### config.mk
export PLATFORM = sky130hd
export DESIGN_NAME = reg_file_2r1w
export DESIGN_NICKNAME = d
export VERILOG_FILES = /design/src/rtl/reg_file_pkg.sv /design/src/rtl/reg_file_rd_port.sv /design/src/rtl/reg_file_2r1w.sv
export SDC_FILE = /design/constraint.sdc
export NUM_CORES = 1
export LEC_CHECK = 0
export ABC_AREA = 1
export ABC_CLOCK_PERIOD_IN_PS = 5400
export BUFFER_PORTS_ARGS = -buffer_cell sky130_fd_sc_hd__buf_2
export CAP_MARGIN = 20
export CORE_MARGIN = 8
export CORE_UTILIZATION = 45
export DETAILED_ROUTE_END_ITERATION = 10
export SLEW_MARGIN = 5
export SYNTH_ARGS = -nofsm -noshare
export SYNTH_HDL_FRONTEND = slang
export SYNTH_SLANG_ARGS = --single-unit
### constraint.sdc
create_clock -name clk -period 5.4 [get_ports clk]
set_input_delay 0.27 -clock clk [delete_from_list [all_inputs] [get_ports clk]]
set_output_delay 0.27 -clock clk [all_outputs]
set_load 0.02 [all_outputs]
### src/rtl/reg_file_pkg.sv
// Shared definitions for the 2-read/1-write register file: clear-FSM state
// encoding and the byte-lane merge helper used by the write path and the
// read-port bypass.
package reg_file_pkg;

    // Clear sequencer states; CLEAR is also the state forced by reset.
    typedef enum logic [0:0] {
        ST_IDLE  = 1'b0,
        ST_CLEAR = 1'b1
    } clr_state_t;

    // Select one byte lane: the new byte when its enable is set, else the old one.
    function automatic logic [7:0] merge_byte(
        input logic [7:0] old_byte,
        input logic [7:0] new_byte,
        input logic       be_bit
    );
        logic [7:0] result;
        if (be_bit) begin
            result = new_byte;
        end else begin
            result = old_byte;
        end
        return result;
    endfunction

endpackage

### src/rtl/reg_file_rd_port.sv
// One registered read port. Produces the stored word, the write-first merge
// when the same-edge write hits this address, or zero for an out-of-range
// address, and registers it together with its valid flag.
module reg_file_rd_port
    import reg_file_pkg::*;
#(
    parameter int WIDTH = 8
) (
    input  logic               clk,
    input  logic               rst,
    input  logic               i_rd_en,     // already qualified with not-busy
    input  logic               i_addr_ok,   // read address is below DEPTH
    input  logic               i_wr_hit,    // a committed write targets this address
    input  logic [WIDTH-1:0]   i_mem_word,
    input  logic [WIDTH-1:0]   i_wr_data,
    input  logic [WIDTH/8-1:0] i_wr_be,
    output logic [WIDTH-1:0]   o_rd_data,
    output logic               o_rd_valid
);

    localparam int BW = WIDTH / 8;

    logic [WIDTH-1:0] w_bypass_word;
    logic [WIDTH-1:0] w_next_data;
    logic [WIDTH-1:0] r_rd_data;
    logic             r_rd_valid;

    // Pick the word to capture: zero out of range, write-first merge on a hit, else storage.
    always_comb begin
        w_bypass_word = i_mem_word;
        for (int i = 0; i < BW; i++) begin
            w_bypass_word[8*i +: 8] = merge_byte(i_mem_word[8*i +: 8],
                                                 i_wr_data[8*i +: 8],
                                                 i_wr_be[i]);
        end
        if (!i_addr_ok) begin
            w_next_data = {WIDTH{1'b0}};
        end else if (i_wr_hit) begin
            w_next_data = w_bypass_word;
        end else begin
            w_next_data = i_mem_word;
        end
    end

    // Read data/valid registers; data holds its last value when no read is accepted.
    always_ff @(posedge clk or posedge rst) begin
        if (rst) begin
            r_rd_data  <= {WIDTH{1'b0}};
            r_rd_valid <= 1'b0;
        end else begin
            r_rd_valid <= i_rd_en;
            if (i_rd_en) begin
                r_rd_data <= w_next_data;
            end
        end
    end

    assign o_rd_data  = r_rd_data;
    assign o_rd_valid = r_rd_valid;

endmodule

### src/rtl/reg_file_2r1w.sv
// Register file with one byte-enabled write port and two independent
// registered read ports. A clear sequencer writes INIT_VAL into every entry,
// one per cycle; it runs after reset and on request, and blocks all accesses
// while it is active. The storage array itself is never reset.
module reg_file_2r1w
    import reg_file_pkg::*;
#(
    parameter int               WIDTH    = 8,
    parameter int               DEPTH    = 8,
    parameter logic [WIDTH-1:0] INIT_VAL = {WIDTH{1'b0}},
    localparam int              AW       = $clog2(DEPTH),
    localparam int              BW       = WIDTH / 8
) (
    input  logic             clk,
    input  logic             rst,
    input  logic             clr,
    input  logic             wr_en,
    input  logic [AW-1:0]    wr_addr,
    input  logic [WIDTH-1:0] wr_data,
    input  logic [BW-1:0]    wr_be,
    input  logic             rd_en_a,
    input  logic             rd_en_b,
    input  logic [AW-1:0]    rd_addr_a,
    input  logic [AW-1:0]    rd_addr_b,
    output logic [WIDTH-1:0] rd_data_a,
    output logic [WIDTH-1:0] rd_data_b,
    output logic             rd_valid_a,
    output logic             rd_valid_b,
    output logic             busy,
    output logic             clr_done
);

    // One extra bit so DEPTH itself is representable for range compares.
    localparam logic [AW:0]   DEPTH_W  = (AW+1)'(DEPTH);
    localparam logic [AW-1:0] LAST_IDX = AW'(DEPTH - 1);

    logic [WIDTH-1:0] r_mem [DEPTH];

    clr_state_t       r_state;
    clr_state_t       w_state_nxt;
    logic [AW-1:0]    r_idx;
    logic [AW-1:0]    w_idx_nxt;
    logic             r_clr_done;
    logic             w_clr_done_nxt;

    logic             w_busy;
    logic             w_wr_ok;
    logic [WIDTH-1:0] w_wr_old;
    logic [WIDTH-1:0] w_wr_word;

    logic             w_rd_ok_a;
    logic             w_rd_ok_b;
    logic             w_rd_en_a;
    logic             w_rd_en_b;
    logic             w_hit_a;
    logic             w_hit_b;
    logic [WIDTH-1:0] w_word_a;
    logic [WIDTH-1:0] w_word_b;

    assign w_busy    = (r_state == ST_CLEAR);
    assign w_wr_ok   = wr_en & ~w_busy & ({1'b0, wr_addr} < DEPTH_W);
    assign w_rd_ok_a = ({1'b0, rd_addr_a} < DEPTH_W);
    assign w_rd_ok_b = ({1'b0, rd_addr_b} < DEPTH_W);
    assign w_rd_en_a = rd_en_a & ~w_busy;
    assign w_rd_en_b = rd_en_b & ~w_busy;
    assign w_hit_a   = w_wr_ok & (wr_addr == rd_addr_a);
    assign w_hit_b   = w_wr_ok & (wr_addr == rd_addr_b);

    // Fetch the stored words addressed by the write and both read ports.
    always_comb begin
        w_wr_old = {WIDTH{1'b0}};
        w_word_a = {WIDTH{1'b0}};
        w_word_b = {WIDTH{1'b0}};
        if (w_wr_ok) begin
            w_wr_old = r_mem[wr_addr];
        end else begin
            w_wr_old = {WIDTH{1'b0}};
        end
        if (w_rd_ok_a) begin
            w_word_a = r_mem[rd_addr_a];
        end else begin
            w_word_a = {WIDTH{1'b0}};
        end
        if (w_rd_ok_b) begin
            w_word_b = r_mem[rd_addr_b];
        end else begin
            w_word_b = {WIDTH{1'b0}};
        end
    end

    // Byte-enable merge of incoming write data into the addressed entry.
    always_comb begin
        w_wr_word = w_wr_old;
        for (int i = 0; i < BW; i++) begin
            w_wr_word[8*i +: 8] = merge_byte(w_wr_old[8*i +: 8], wr_data[8*i +: 8], wr_be[i]);
        end
    end

    // Storage update: the clear sequencer owns the array while busy, else the write port.
    always_ff @(posedge clk) begin
        if (w_busy) begin
            r_mem[r_idx] <= INIT_VAL;
        end else if (w_wr_ok) begin
            r_mem[wr_addr] <= w_wr_word;
        end
    end

    // Clear sequencer next state: start on clr in IDLE, step one entry per cycle in CLEAR.
    always_comb begin
        w_state_nxt    = r_state;
        w_idx_nxt      = r_idx;
        w_clr_done_nxt = 1'b0;
        case (r_state)
            ST_IDLE: begin
                if (clr) begin
                    w_state_nxt = ST_CLEAR;
                    w_idx_nxt   = {AW{1'b0}};
                end else begin
                    w_state_nxt = ST_IDLE;
                end
            end
            ST_CLEAR: begin
                if (r_idx == LAST_IDX) begin
                    w_state_nxt    = ST_IDLE;
                    w_idx_nxt      = {AW{1'b0}};
                    w_clr_done_nxt = 1'b1;
                end else begin
                    w_idx_nxt = r_idx + AW'(1);
                end
            end
            default: begin
                w_state_nxt = ST_CLEAR;
                w_idx_nxt   = {AW{1'b0}};
            end
        endcase
    end

    // Clear sequencer registers; reset forces a fresh clear from entry 0.
    always_ff @(posedge clk or posedge rst) begin
        if (rst) begin
            r_state    <= ST_CLEAR;
            r_idx      <= {AW{1'b0}};
            r_clr_done <= 1'b0;
        end else begin
            r_state    <= w_state_nxt;
            r_idx      <= w_idx_nxt;
            r_clr_done <= w_clr_done_nxt;
        end
    end

    reg_file_rd_port #(.WIDTH(WIDTH)) u_rd_port_a (
        .clk        (clk),
        .rst        (rst),
        .i_rd_en    (w_rd_en_a),
        .i_addr_ok  (w_rd_ok_a),
        .i_wr_hit   (w_hit_a),
        .i_mem_word (w_word_a),
        .i_wr_data  (wr_data),
        .i_wr_be    (wr_be),
        .o_rd_data  (rd_data_a),
        .o_rd_valid (rd_valid_a)
    );

    reg_file_rd_port #(.WIDTH(WIDTH)) u_rd_port_b (
        .clk        (clk),
        .rst        (rst),
        .i_rd_en    (w_rd_en_b),
        .i_addr_ok  (w_rd_ok_b),
        .i_wr_hit   (w_hit_b),
        .i_mem_word (w_word_b),
        .i_wr_data  (wr_data),
        .i_wr_be    (wr_be),
        .o_rd_data  (rd_data_b),
        .o_rd_valid (rd_valid_b)
    );

    assign busy     = w_busy;
    assign clr_done = r_clr_done;

endmodule

==> results by stage <==
Critical path:
- The worst setup path is launched from a flop.
- Data on the critical path arrives at its endpoint at 2.24 ns.
- In this design, the critical path's most frequently occurring cell is sky130_fd_sc_hd__nand2_1.
- The type of the setup path with the least slack is flop to flop.
- The data required time at the worst endpoint is 5.39 ns.
- The worst-path cell with the longest stage delay is sky130_fd_sc_hd__nor2_1.
- The worst-case reg-to-reg path depth is 6.
- Counting both buffers and inverters, the worst setup path holds a total of 0.
- The delay contributed by the slowest stage of the critical path is 0.69 ns.
- The signal on the critical path passes through nor2_8 > nand2_2 > nand2_1 > o21ai_1 > nand2_1 > nor2_1.
- Of all nets on the critical path, the largest fanout is 8.
- The beginning of the worst register-to-register path is busy.
- The reg-to-reg endpoint is r_mem[2][2].
- The reg2reg setup slack is 3.15 ns.
- On the critical path the largest part of the delay comes from simple AND/OR/NAND/NOR gates.
- The worst setup path is captured at a flop.

Drt:
- The first routing iteration left 476 violations.
- The pre-antenna-repair detailed-routing pass consisted of 6 iterations.
- The overall routed net length is 13360 µm.
- The per-cell routed wire length is 17.40 µm.
- The DRC violation count after routing is 0.
- The final route contains 4050 vias.
- The count of nets left with antenna violations once routing finished came out at 0.
- The detail-routed via count per cell is 5.273.

Power and ir drop:
- The leakage dissipation is 2.593 nW.
- In this run the power density over the cells is 437.4 mW/mm².
- Across the VDD grid, the largest voltage drop is 0.0001939 V.

Final layout:
- The final antenna diode count is 0.
- The area of all placed cells without fillers is 0.005294 mm².
- Leaving out filler cells and counting taps, the final layout contains 768.
- From synthesis to final layout, the design area changed by 7.934%.
- The proportion of layout cells with a drive suffix above 1 is 0.1608.
- The number of nets in the layout is 649.

Global routing:
- In the global route stage, overall resource usage came out at 0.1891.
- The via count of the first global-routing pass came to 3882.
- The pin count of the biggest net entering global routing is 35.
- The wire length of the first global-routing pass is 21180 µm.
- For met3 alone, demand over resource in global routing was 0.04103.
- The initial antenna violation count was 0.
- For this run, global-route usage on met1 was measured as 0.2554.
- Summed over all layers, the global routing overflow is 0.
- In the global route stage, met2 resource usage came out at 0.2886.
- The global routing stage identified its most utilized layer as met2.

Floorplanning:
- The width of the die is 120.4 µm.
- The vertical extent of the die is 120.4 µm.
- The initial utilization of the core area, before any placement, comes to 0.4565.
- The full die area is 0.01450 mm².
- The initialized floorplan defines 38 standard-cell rows.
- 44 I/O pins were placed.
- The total area inside the core boundary comes to 0.01075 mm².

Yosys:
- The fraction of the yosys area taken by sequential cells is 0.5094.
- Yosys printed 0 warnings.
- Averaged over all synthesized cells, the footprint is 8.243 µm².
- For this run, asynchronously set or reset flops after synthesis account for 0.2644.
- Yosys attributes the largest share of cell area to sky130_fd_sc_hd__edfxtp_1 39%, sky130_fd_sc_hd__nand2_1 14%, sky130_fd_sc_hd__nand3_1 12%, sky130_fd_sc_hd__dfrtp_1 11%, sky130_fd_sc_hd__inv_1 7.1%.
- The cell count after synthesis came out at 595.
- The count of flip-flops with a built-in enable after synthesis is 64.
- The area share of the largest cell type after synthesis is 0.3918.
- The primary flip-flop cell chosen by synthesis mapping is sky130_fd_sc_hd__edfxtp_1.
- The most used standard cell by instance count after synthesis is sky130_fd_sc_hd__nand2_1.
- The number of distinct library cells after synthesis is 27.
- The cell area that synthesis handed to floorplanning was 0.004905 mm².
- The count of state elements after synthesis is 87.
- The number of nets produced by synthesis is 621.
- Of all cell types, the one taking the most synthesized area is sky130_fd_sc_hd__edfxtp_1.
- Ranked by instance count, the synthesized netlist is headed by 180 x sky130_fd_sc_hd__nand2_1, 118 x sky130_fd_sc_hd__nand3_1, 93 x sky130_fd_sc_hd__inv_1.

Run status:
- The flow ran to the end, and the final reports show no timing, DRC or antenna violations.

Clocking:
- The CTS tree is yes.
- The total clock buffers created by CTS is 9.
- The total number of H-tree levels is 3.
- Gates resized during post-CTS repair numbered 0.
- The number of setup buffers added after CTS is 0.
- Buffers inserted to repair hold after CTS numbered 0.
- The cell chosen for the clock root is sky130_fd_sc_hd__clkbuf_8.
- The number of clock sinks is 87.
- The worst-case clock buffer depth is 2.
- The latest clock arrival within the worst-skew pair is 0.37 ns.
- Clock-pin slew was measured on the worst setup and hold paths at 0.09 ns.

STA:
- Setup repair after global routing left no endpoint under its margin.
- Of the available clock period, the critical path in the final layout requires 0.4167.
- Summed over all failing endpoints, the final setup total negative slack is 0 ns.
- The slack of the critical path is 3.150 ns.
- The final count of negative-setup-slack endpoints is 0.
- For the pin with the worst max-slew slack, the measured transition is 0.9001 ns.
- The final count of pins violating max slew is 0.
- Timing would allow up to 0.4444 GHz.
- The hold violation total from the final report was 0.
- Counting I/O delays and the setup requirement, the final critical path takes 2.250 ns.
- The normalized max-slew margin is 0.3977.
- For the final database, setup skew stands at 0.01052 ns.

Placed design:
- In this run the tool buffered the top-level ports with 43 buffer cells.
- The post-place instance area is 0.005139 mm².
- The global placer's final weighted congestion is 0.9323.
- The half-perimeter wire length of the detailed placement result is 9796 µm.
- Once placement completed, the tool counted placed cells totaling 752.
- The worst slack at placement is 3.181 ns.

Flow run:
- The max-capacitance violation count is 0.

Worst hold path:
- In this run the worst hold path is classified as primary input to asynchronous set/reset pin.
-- how the worst max path moves through the flow --
stage	startpoint	end	slack, ns	cells past startpoint
finish	busy	r_mem[2][2]	3.15	6
global route	busy	r_mem[2][2]	2.98	6
detailed placement	busy	r_mem[3][2]	3.18	6
CTS	busy	r_mem[2][2]	3.15	6
global placement	busy	r_mem[3][2]	3.18	6
floorplan	busy	r_mem[1][0]	3.50	7
-- state kept, by name, summed over array words and instances, names as in the netlist --
signal                  cells
r_mem                      64
u_rd_port_a.o_rd_data       8
u_rd_port_b.o_rd_data       8
r_idx                       3
busy                        1
clr_done                    1
u_rd_port_a.o_rd_valid      1
u_rd_port_b.o_rd_valid      1
-- layout by cell type, fill, tap and decap left out --
cell type                    synthesis  layout
sky130_fd_sc_hd__o31ai_1             1       1
sky130_fd_sc_hd__dfrtp_1            22      22
sky130_fd_sc_hd__nand4_1             1       1
sky130_fd_sc_hd__ha_1                2       2
sky130_fd_sc_hd__clkinv_2            0       1
sky130_fd_sc_hd__nand3_2             8       8
sky130_fd_sc_hd__nor2_1             34      34
sky130_fd_sc_hd__clkbuf_1            3       1
sky130_fd_sc_hd__nand3_4             2       2
sky130_fd_sc_hd__nand3_1           118     118
sky130_fd_sc_hd__clkinvlp_4          0       1
sky130_fd_sc_hd__a21oi_2            15      15
sky130_fd_sc_hd__nand2_1           180     180
sky130_fd_sc_hd__nor2_2              1       1
sky130_fd_sc_hd__buf_2              14      43
sky130_fd_sc_hd__inv_1              93      93
sky130_fd_sc_hd__nor2_8              4       4
sky130_fd_sc_hd__o21ai_0             3       3
sky130_fd_sc_hd__edfxtp_1           64      64
sky130_fd_sc_hd__nand2_2             7       7
sky130_fd_sc_hd__clkinv_1            0       4
sky130_fd_sc_hd__inv_4               4       4
sky130_fd_sc_hd__nor2_4              1       1
sky130_fd_sc_hd__nand3b_1            1       1
sky130_fd_sc_hd__inv_2               4       4
sky130_fd_sc_hd__o211ai_1            1       1
sky130_fd_sc_hd__clkbuf_8            0       9
sky130_fd_sc_hd__o21ai_1             2       2
sky130_fd_sc_hd__dfstp_2             1       1
-- per-layer routing --
metal  vias up  routed length, µm
met4         0                249
met5         -                  0
met1      1866               5964
met2       216               5933
met3        22               1217
li1       1946                  -
-- worst register-to-register path: stages, from the launching register on --
cell	delay [ns]
sky130_fd_sc_hd__dfstp_2	0.66
sky130_fd_sc_hd__nor2_8	0.08
sky130_fd_sc_hd__nand2_2	0.12
sky130_fd_sc_hd__nand2_1	0.07
sky130_fd_sc_hd__o21ai_1	0.13
sky130_fd_sc_hd__nand2_1	0.11
sky130_fd_sc_hd__nor2_1	0.69
-- per-stage QoR --
step                power (mW)  hold slack, ns  utilization
CTS                      2.328         0.07042       0.4927
global route             2.470          0.1231       0.4927
finish                   2.315         0.05311       0.4927
detailed placement       1.939          0.4794       0.4782
floorplan                1.688          0.2712            -
global placement         1.926          0.4873       0.4782
-- power breakdown --
part / leakage, nW / internal, mW / switching, mW
Combinational: 1.65 / 0.248 / 0.607
Clock: 0.0762 / 0.160 / 0.232
Sequential: 0.863 / 0.982 / 0.0863
-- final cells by class --
cell class                 instances  area [µm²]
multi-input combinational        381        1861
clock buffer                      10       127.6
sequential                        87        2499
clock inverter                     6       27.53
timing repair buffer              43       215.2
fill                            1066        5451
tap                              140       175.2
inverter                         101       389.1
-- cell families after synthesis --
family | share of synthesized area
buffers and inverters | 0.1112
AND/OR/NAND/NOR | 0.3393
adder cells (fa/ha/maj) | 0.005101
flip-flops | 0.5094
AO/OA/AOI/OAI | 0.03495
(Power assumes the default switching activity.)
